## config.mk

```make
export PLATFORM = sky130hd
export DESIGN_NAME = fifo_uart_tx
export DESIGN_NICKNAME = d
export VERILOG_FILES = /design/src/rtl/fifo_uart_tx.sv
export SDC_FILE = /design/constraint.sdc
export NUM_CORES = 1
export LEC_CHECK = 0
export CELL_PAD_IN_SITES_DETAIL_PLACEMENT = 1
export CELL_PAD_IN_SITES_GLOBAL_PLACEMENT = 1
export CORE_ASPECT_RATIO = 1.2
export CORE_UTILIZATION = 45
export CTS_BUF_LIST = sky130_fd_sc_hd__clkbuf_4
export CTS_CLUSTER_DIAMETER = 120
export CTS_CLUSTER_SIZE = 12
export DETAILED_ROUTE_END_ITERATION = 8
export PLACE_DENSITY = 0.89
export RECOVER_POWER = 50
export SETUP_SLACK_MARGIN = 0.15
export SKIP_LAST_GASP = 1
export SLEW_MARGIN = 15
export SYNTH_ARGS = -nofsm -noshare
export SYNTH_HDL_FRONTEND = slang
export SYNTH_SLANG_ARGS = --single-unit
export TNS_END_PERCENT = 5
```

## constraint.sdc

```tcl
create_clock -name clk -period 4.7 [get_ports clk]
set_input_delay 0.47 -clock clk [delete_from_list [all_inputs] [get_ports clk]]
set_output_delay 0.47 -clock clk [all_outputs]
set_load 0.01 [all_outputs]
```

## src/rtl/fifo_uart_tx.sv

```systemverilog
// -----------------------------------------------------------------------------
// fifo_uart_tx
//
// Serial transmitter that drains a byte FIFO onto a UART line. One byte is
// pulled per frame. The frame is a start bit, 8 data bits sent LSB first, an
// optional parity bit and one or two stop bits. The line idles high.
//
// Parameters:
//   CLKS_PER_BIT  clock cycles per serial bit (2..65535)
//   PARITY        0 = none, 1 = even, 2 = odd
//   STOP_BITS     number of stop bits (1 or 2)
//
// Ports:
//   clk         system clock, rising edge
//   reset       synchronous, active-high reset
//   tx_en       allows a new frame to start; only looked at while idle
//   fifo_empty  FIFO empty flag; only looked at while idle
//   fifo_data   FIFO data_out, valid the cycle after a read edge
//   fifo_read   one-cycle read strobe to the FIFO
//   tx          serial line output
//   busy        high whenever the transmitter is not idle
//   frame_done  one-cycle pulse after the last stop bit
//
// All outputs are registered. Between back-to-back frames the line stays high
// for exactly three cycles (IDLE, REQ, LOAD).
// -----------------------------------------------------------------------------
module fifo_uart_tx #(
  parameter int CLKS_PER_BIT = 16,
  parameter int PARITY       = 0,
  parameter int STOP_BITS    = 1
) (
  input  logic       clk,
  input  logic       reset,
  input  logic       tx_en,
  input  logic       fifo_empty,
  input  logic [7:0] fifo_data,
  output logic       fifo_read,
  output logic       tx,
  output logic       busy,
  output logic       frame_done
);

  localparam int CW = $clog2(CLKS_PER_BIT);

  typedef enum logic [2:0] {
    S_IDLE,
    S_REQ,
    S_LOAD,
    S_START,
    S_DATA,
    S_PARITY,
    S_STOP
  } state_t;

  state_t          state, state_next;
  logic [CW-1:0]   baud_cnt, baud_next;
  logic [2:0]      bit_idx, bit_idx_next;
  logic [7:0]      shift_reg, shift_next;
  logic            parity_bit, parity_next;
  logic            tx_next;
  logic            read_next;
  logic            busy_next;
  logic            done_next;
  logic            baud_tc;

  assign baud_tc = (baud_cnt == CW'(CLKS_PER_BIT - 1));

  // Next-state and next-output logic. Outputs are computed one cycle ahead
  // so that the registered tx changes on the same edge as the state.
  always_comb begin
    // NOTE: every signal gets a default before the case so no path leaves one
    // unassigned, which would otherwise infer a latch.
    state_next   = state;
    baud_next    = baud_cnt;
    bit_idx_next = bit_idx;
    shift_next   = shift_reg;
    parity_next  = parity_bit;
    tx_next      = tx;
    read_next    = 1'b0;
    done_next    = 1'b0;

    unique case (state)
      S_IDLE: begin
        tx_next      = 1'b1;
        baud_next    = '0;
        bit_idx_next = '0;
        if (tx_en && !fifo_empty) begin
          state_next = S_REQ;
          read_next  = 1'b1;
        end
      end

      // The FIFO advances on the edge that closes this cycle; its data_out
      // is therefore valid during LOAD.
      S_REQ: begin
        state_next = S_LOAD;
      end

      S_LOAD: begin
        shift_next  = fifo_data;
        parity_next = (^fifo_data) ^ (PARITY == 2);
        tx_next     = 1'b0;
        state_next  = S_START;
      end

      S_START: begin
        if (baud_tc) begin
          baud_next    = '0;
          bit_idx_next = '0;
          tx_next      = shift_reg[0];
          state_next   = S_DATA;
        end else begin
          baud_next = baud_cnt + CW'(1);
        end
      end

      // shift_reg[0] is the bit currently on the line; the next bit to send
      // is shift_reg[1] until the shift happens.
      S_DATA: begin
        if (baud_tc) begin
          baud_next = '0;
          if (bit_idx == 3'd7) begin
            bit_idx_next = '0;
            if (PARITY != 0) begin
              tx_next    = parity_bit;
              state_next = S_PARITY;
            end else begin
              tx_next    = 1'b1;
              state_next = S_STOP;
            end
          end else begin
            bit_idx_next = bit_idx + 3'd1;
            shift_next   = {1'b0, shift_reg[7:1]};
            tx_next      = shift_reg[1];
          end
        end else begin
          baud_next = baud_cnt + CW'(1);
        end
      end

      S_PARITY: begin
        if (baud_tc) begin
          baud_next    = '0;
          bit_idx_next = '0;
          tx_next      = 1'b1;
          state_next   = S_STOP;
        end else begin
          baud_next = baud_cnt + CW'(1);
        end
      end

      // bit_idx counts stop bits here.
      S_STOP: begin
        tx_next = 1'b1;
        if (baud_tc) begin
          baud_next = '0;
          if (bit_idx == 3'(STOP_BITS - 1)) begin
            bit_idx_next = '0;
            done_next    = 1'b1;
            state_next   = S_IDLE;
          end else begin
            bit_idx_next = bit_idx + 3'd1;
          end
        end else begin
          baud_next = baud_cnt + CW'(1);
        end
      end

      default: begin
        tx_next    = 1'b1;
        state_next = S_IDLE;
      end
    endcase

    busy_next = (state_next != S_IDLE);
  end

  // NOTE: sequential state uses non-blocking assignments so every register
  // samples the values from before the edge.
  always_ff @(posedge clk) begin
    if (reset) begin
      state      <= S_IDLE;
      baud_cnt   <= '0;
      bit_idx    <= '0;
      tx         <= 1'b1;
      fifo_read  <= 1'b0;
      busy       <= 1'b0;
      frame_done <= 1'b0;
    end else begin
      state      <= state_next;
      baud_cnt   <= baud_next;
      bit_idx    <= bit_idx_next;
      tx         <= tx_next;
      fifo_read  <= read_next;
      busy       <= busy_next;
      frame_done <= done_next;
    end
  end

  // NOTE: the data path needs no reset: it is always loaded in LOAD before
  // any of it reaches the line.
  always_ff @(posedge clk) begin
    shift_reg  <= shift_next;
    parity_bit <= parity_next;
  end

endmodule
```

* After elaboration in Yosys (flattened, before gate mapping)
Index checks and enable logic that the tools add are counted.
** Word-level totals
- Output and inout bits :: 4
- Bits of input ports :: 12
- Logic and storage cells :: 69
- Register bits :: 22
** Cells by class
- Reduce and logical (&&, ||, !) cells :: 15
- Bitwise gates (word level) :: 4
- $add $sub $neg :: 2
- Eq/ne operators :: 14
- Muxes and demuxes :: 26
** Operators with widths (count)
- 3-bit two-way mux :: 12
- 3-bit case mux with 7 select lines :: 1
- 8-bit two-way mux :: 2
- 8-bit case mux with 2 select lines :: 1
- 3-bit equality test, second input constant :: 4
- 3-bit case mux with 4 select lines :: 1
- 2-bit inequality test, second input constant :: 5
- 4-bit case mux with 2 select lines :: 1
- 4-bit AND reduction :: 2
- 3-bit by 2-bit equality test with 1-bit output, second input constant :: 2
- 3-bit zero test :: 2
- 1-bit two-way mux :: 6
- 1-bit case mux with 5 select lines :: 1
- 4-bit by 1-bit adder with 4-bit output, second input constant :: 1
- 4-bit equality test, second input constant :: 1
- 4-bit two-way mux :: 1
- 1-bit inverter :: 4
- 2-bit nonzero test :: 2
- 4-bit nonzero test :: 1
- 2-bit OR reduction :: 2
- 4-bit OR reduction :: 1
- 3-bit by 1-bit adder with 3-bit output, second input constant :: 1
- 3-bit by 1-bit equality test with 1-bit output, second input constant :: 1
- 3-bit AND reduction :: 1
- 5 further kinds :: 5

* Logic depth before layout (Yosys ltp)
- Word-level depth :: 5
- Depth in mapped cells :: 6

* Least setup slack after synthesis
OpenSTA, ideal clock, no wires.
- Path type :: reg2reg
- From :: register baud_cnt[0]
- To :: register shift_reg[0], enable pin
- Library setup time :: 0.375 ns
- Period minus slack after synthesis :: 1.789 ns
- Arrival :: 1.413 ns
- Setup slack :: 2.911 ns
- Stages on the path, launching flop included :: 6
- Cell sequence :: dfxtp_1 -> ha_1 -> and3_1 -> buf_6 -> nand3_1 -> a21oi_1
** On the way
- Cells in the longest elaborated chain, start to end :: 3
** Ends and longest elaborated chain
- start, declared :: RTL line 56 : logic [CW-1:0] baud_cnt, baud_next;
- start signal, assigned :: RTL line 191 : baud_cnt <= baud_next;
- 4-bit equality test :: RTL line 66 : assign baud_tc = (baud_cnt == CW'(CLKS_PER_BIT - 1));
- 2-bit inequality test (no line)
- 3-bit AND reduction (no line)
- end signal, assigned :: RTL line 203 : shift_reg <= shift_next;
- end, declared :: RTL line 58 : logic [7:0] shift_reg, shift_next;
Every way passes these cells.
A chain may end at the register's enable or synchronous reset.

* Final worst setup path
- From :: register state[2]
- To :: register tx
** On the way
- Cells in the longest elaborated chain, start to end :: 3
** Ends and longest elaborated chain
- start, declared :: RTL line 55 : state_t state, state_next;
- start signal, assigned :: RTL line 190 : state <= state_next;
- 3-bit by 2-bit equality test with 1-bit output, or another cell as far along :: RTL line 82 : unique case (state)
- 2-bit inequality test (no line) / 1-bit inverter (equally long branches)
- 4-bit AND reduction (no line)
- end signal, assigned :: RTL line 193 : tx <= tx_next;
- end, declared :: RTL line 38 : output logic tx,
Several ways; a longest one is shown, not always the timed one.

==> results by group <==
Setup path
  – Register-to-Register Setup Slack: 2.10 ns
  – Crit path max fanout: 23
  – Reg2reg start: state[2]$_SDFF_PP0_
  – Critical path class: reg2reg
  – Reg2reg end: tx$_SDFFE_PP1P_
  – Worst EP required: 4.91 ns
  – CP endpoint kind: flip-flop
  – FF-to-FF path depth: 4
  – CP arrival: 2.81 ns
  – Critical path startpoint: state[2]$_SDFF_PP0_
  – Critical Path Start Type: flip-flop

Power
  – Worst IR Drop VDD: roughly 0.00019 V
  – Total power: 0.484 mW
  – Pleak: 0.501 nW
  – Pwr per Cell Area: 329 nW/µm²

GRT
  – Vias in the first global route: between 1000 and 1500
  – Gr ovfl total: 0
  – Antenna violations before repair: 0
  – Pin count of the biggest net entering global routing: 25
  – GRT Overall Usage: 0.223
  – First-pass GRT wire length: between 5000 and 6000 µm

Clock network
  – Clk_lat worst skew: roughly 0.32 ns
  – Hold Buf Count CTS: 0
  – Clk sinks: 22
  – Clk pin slew, worst setup/hold paths: approximately 0.14 ns
  – CTS buffer count: 3
  – Max clock buf depth: 2
  – CTS-repair resized insts: 0
  – CTS tree: built
  – Clock Tree Root: clkbuf_4
  – Setup bufs post-CTS: 0
  – H-tree Lvls: 1

Placed design
  – Placed Area: 1440 µm²
  – HPWL Detailed: 2250 µm
  – Gp weighted congestion: 0.776
  – Dpl ws: 2.48 ns
  – Port Buffers: 15

Die
  – IO Pins: 16
  – Core ar.: 2810 µm²
  – Initial core utilization: 0.475
  – Full die area: 3190 µm²
  – Cell Rows: 21
  – Die X: 51.7 µm
  – Die Height: between 60 and 70 µm

Synth
  – Most used flip-flop cell after synthesis: dfxtp_1
  – Register bit total from synthesis: 22
  – Async S/R FF share, synth: 0
  – Post-synthesis sequential area ratio: 0.390
  – Synth top area share: 0.210
  – Number of flops mapped to enable cells by yosys: 8
  – Yosys cell types: 50
  – Top post-synthesis cells by area: dfxtp_1 (21%), edfxtp_1 (18%), mux2_2 (5.9%)
  – Synth Warn #: 0
  – Mapped Cells: about 130
  – Mean post-synth cell area: 9.97 µm²
  – Synth area leader: dfxtp_1
  – Synthesized net count: 150
  – Mapped cell area: 1340 µm²

Hold path
  – Worst Hold Class: reg2reg
  – Worst Hold End: bit_idx[0]$_SDFFE_PP0P_
  – Hold Path Depth: 2
  – Startpoint of the worst hold path: bit_idx[0]$_SDFFE_PP0P_

Final layout
  – Design area: 1470 µm²
  – Layout area overhead: 10.2%
  – Ant diodes: 0
  – Share of layout cells above drive strength 1: 0.125
  – Largest register FFs: 8
  – Nets@finish: between 150 and 200
  – Final core occ: 0.524

Timing
  – Worst slew pin tran: 1.30 ns
  – Setup_tns: 0 ns
  – Max Slew Vio Count: 0
  – Max Clk Rate: 385 MHz
  – Slew HR: 0.132
  – Fin crit period: ~2.6 ns
  – Final setup margin: 2.10 ns
  – Post-route clock period utilization: 0.553
  – Clock Skew: 0.0187 ns
  – Final Hold Viols: 0
  – RSZ-0062 raised after global routing: false
  – Setup violators final: 0

Status
  – Status: completed

Routing
  – # DRC: 0
  – Via density: a little over 6
  – Drt first pass iters: 4
  – Final WL: between 3000 and 4000 µm
  – Initial drt markers: 30
  – Antenna Nets Post-Route: 0
  – Vias: 1088
  – Routed length per placed instance: approximately 17 µm

Run
  – Max cap viols: 0
-- logic make-up (layout without fill, tap and decap cells) --
| logic type | count (synthesis) | count (layout) | share of synthesized area |
|---|---|---|---|
| and+or+nand+nor | 49 | 49 | 0.220 |
| AOI/OAI and AO/OA | 37 | 37 | 0.190 |
| DFF | 22 | 22 | 0.390 |
| buffers and inverters | 13 | 23 | 0.0805 |
| muxes | 8 | 8 | 0.0758 |
| adders and majority gates | 4 | 4 | 0.0375 |
| xor gates and xnor gates | 1 | 1 | 0.00656 |
-- critical path, stage by stage (launching register included) --
cell     delay [ns]
dfxtp_1        0.78
nor3b_1        1.10
a22o_1         0.26
a21oi_1        0.04
a311o_1        0.31
-- how the worst max path moves through the flow --
stage,end,slack [ns]
3_5_place_dp,shift_reg[5]$_DFFE_PP_,2.48
4_1_cts,shift_reg[1]$_DFFE_PP_,2.48
6_report,tx$_SDFFE_PP1P_,2.10
3_3_place_gp,tx$_SDFFE_PP1P_,2.60
5_1_grt,tx$_SDFFE_PP1P_,1.85
2_1_floorplan,shift_reg[0]$_DFFE_PP_,2.91
-- metrics by stage --
stage | hold WS [ns] | std cells
after CTS | 0.502 | 178
after global placement | 0.476 | 174
final | 0.503 | 178
after detailed placement | 0.485 | 174
after global routing | 0.535 | 178
after floorplan | 0.460 | 134
-- metal layers --
metal / global-route usage / part of all wire
met4: 0.100 / 0.013
met5: 0 / 0
met2: 0.408 / 0.54
met3: 0.0341 / 0.023
met1: 0.258 / 0.42
-- cell type report --
cell class / instances / area (µm²)
Inverter: 4 / 15.0
Clock inverter: 1 / 30.0
Timing Repair Buffer: 15 / 150
Multi-Input combinational cell: 99 / 692
Clock buffer: 3 / 22.5
Tap cell: 34 / 42.5
Fill cell: 326 / 1340
Sequential cell: 22 / 520
-- power by group --
group / switching (mW) / leakage (nW) / internal (mW)
clock: 0.0632 / 0.0279 / 0.0862
sequential: 0.0269 / 0.189 / 0.218
combinational: 0.0447 / 0.284 / 0.0448
-- Yosys cell counts, types with 2 or more instances --
library cell	count
a211o_1	2
a21oi_1	10
a21oi_2	2
a311o_1	2
a31oi_1	4
and2b_2	2
buf_6	6
dfxtp_1	14
edfxtp_1	8
ha_1	4
inv_1	4
mux2_2	7
nand2_1	9
nand3_1	5
nand3b_1	2
nor2_1	6
nor2b_1	4
nor3_1	5
nor3b_1	2
o211ai_1	2
o21ai_0	3
o21ai_1	2
or2b_1	2
-- cell usage in the layout, fill, tap and decap left out, drive strengths merged, types with 2 or more instances in the layout --
cell	count
a211o	2
a21oi	12
a311o	2
a31oi	4
and2b	3
clkbuf	3
clkdlybuf4s50	11
dfxtp	14
dlygate4sd3	4
edfxtp	8
ha	4
inv	4
mux2	7
nand2	9
nand3	5
nand3b	2
nor2	6
nor2b	4
nor3	5
nor3b	3
o211ai	2
o21ai	5
or2b	2
or3	3
Power figures use the tool's default switching activity.
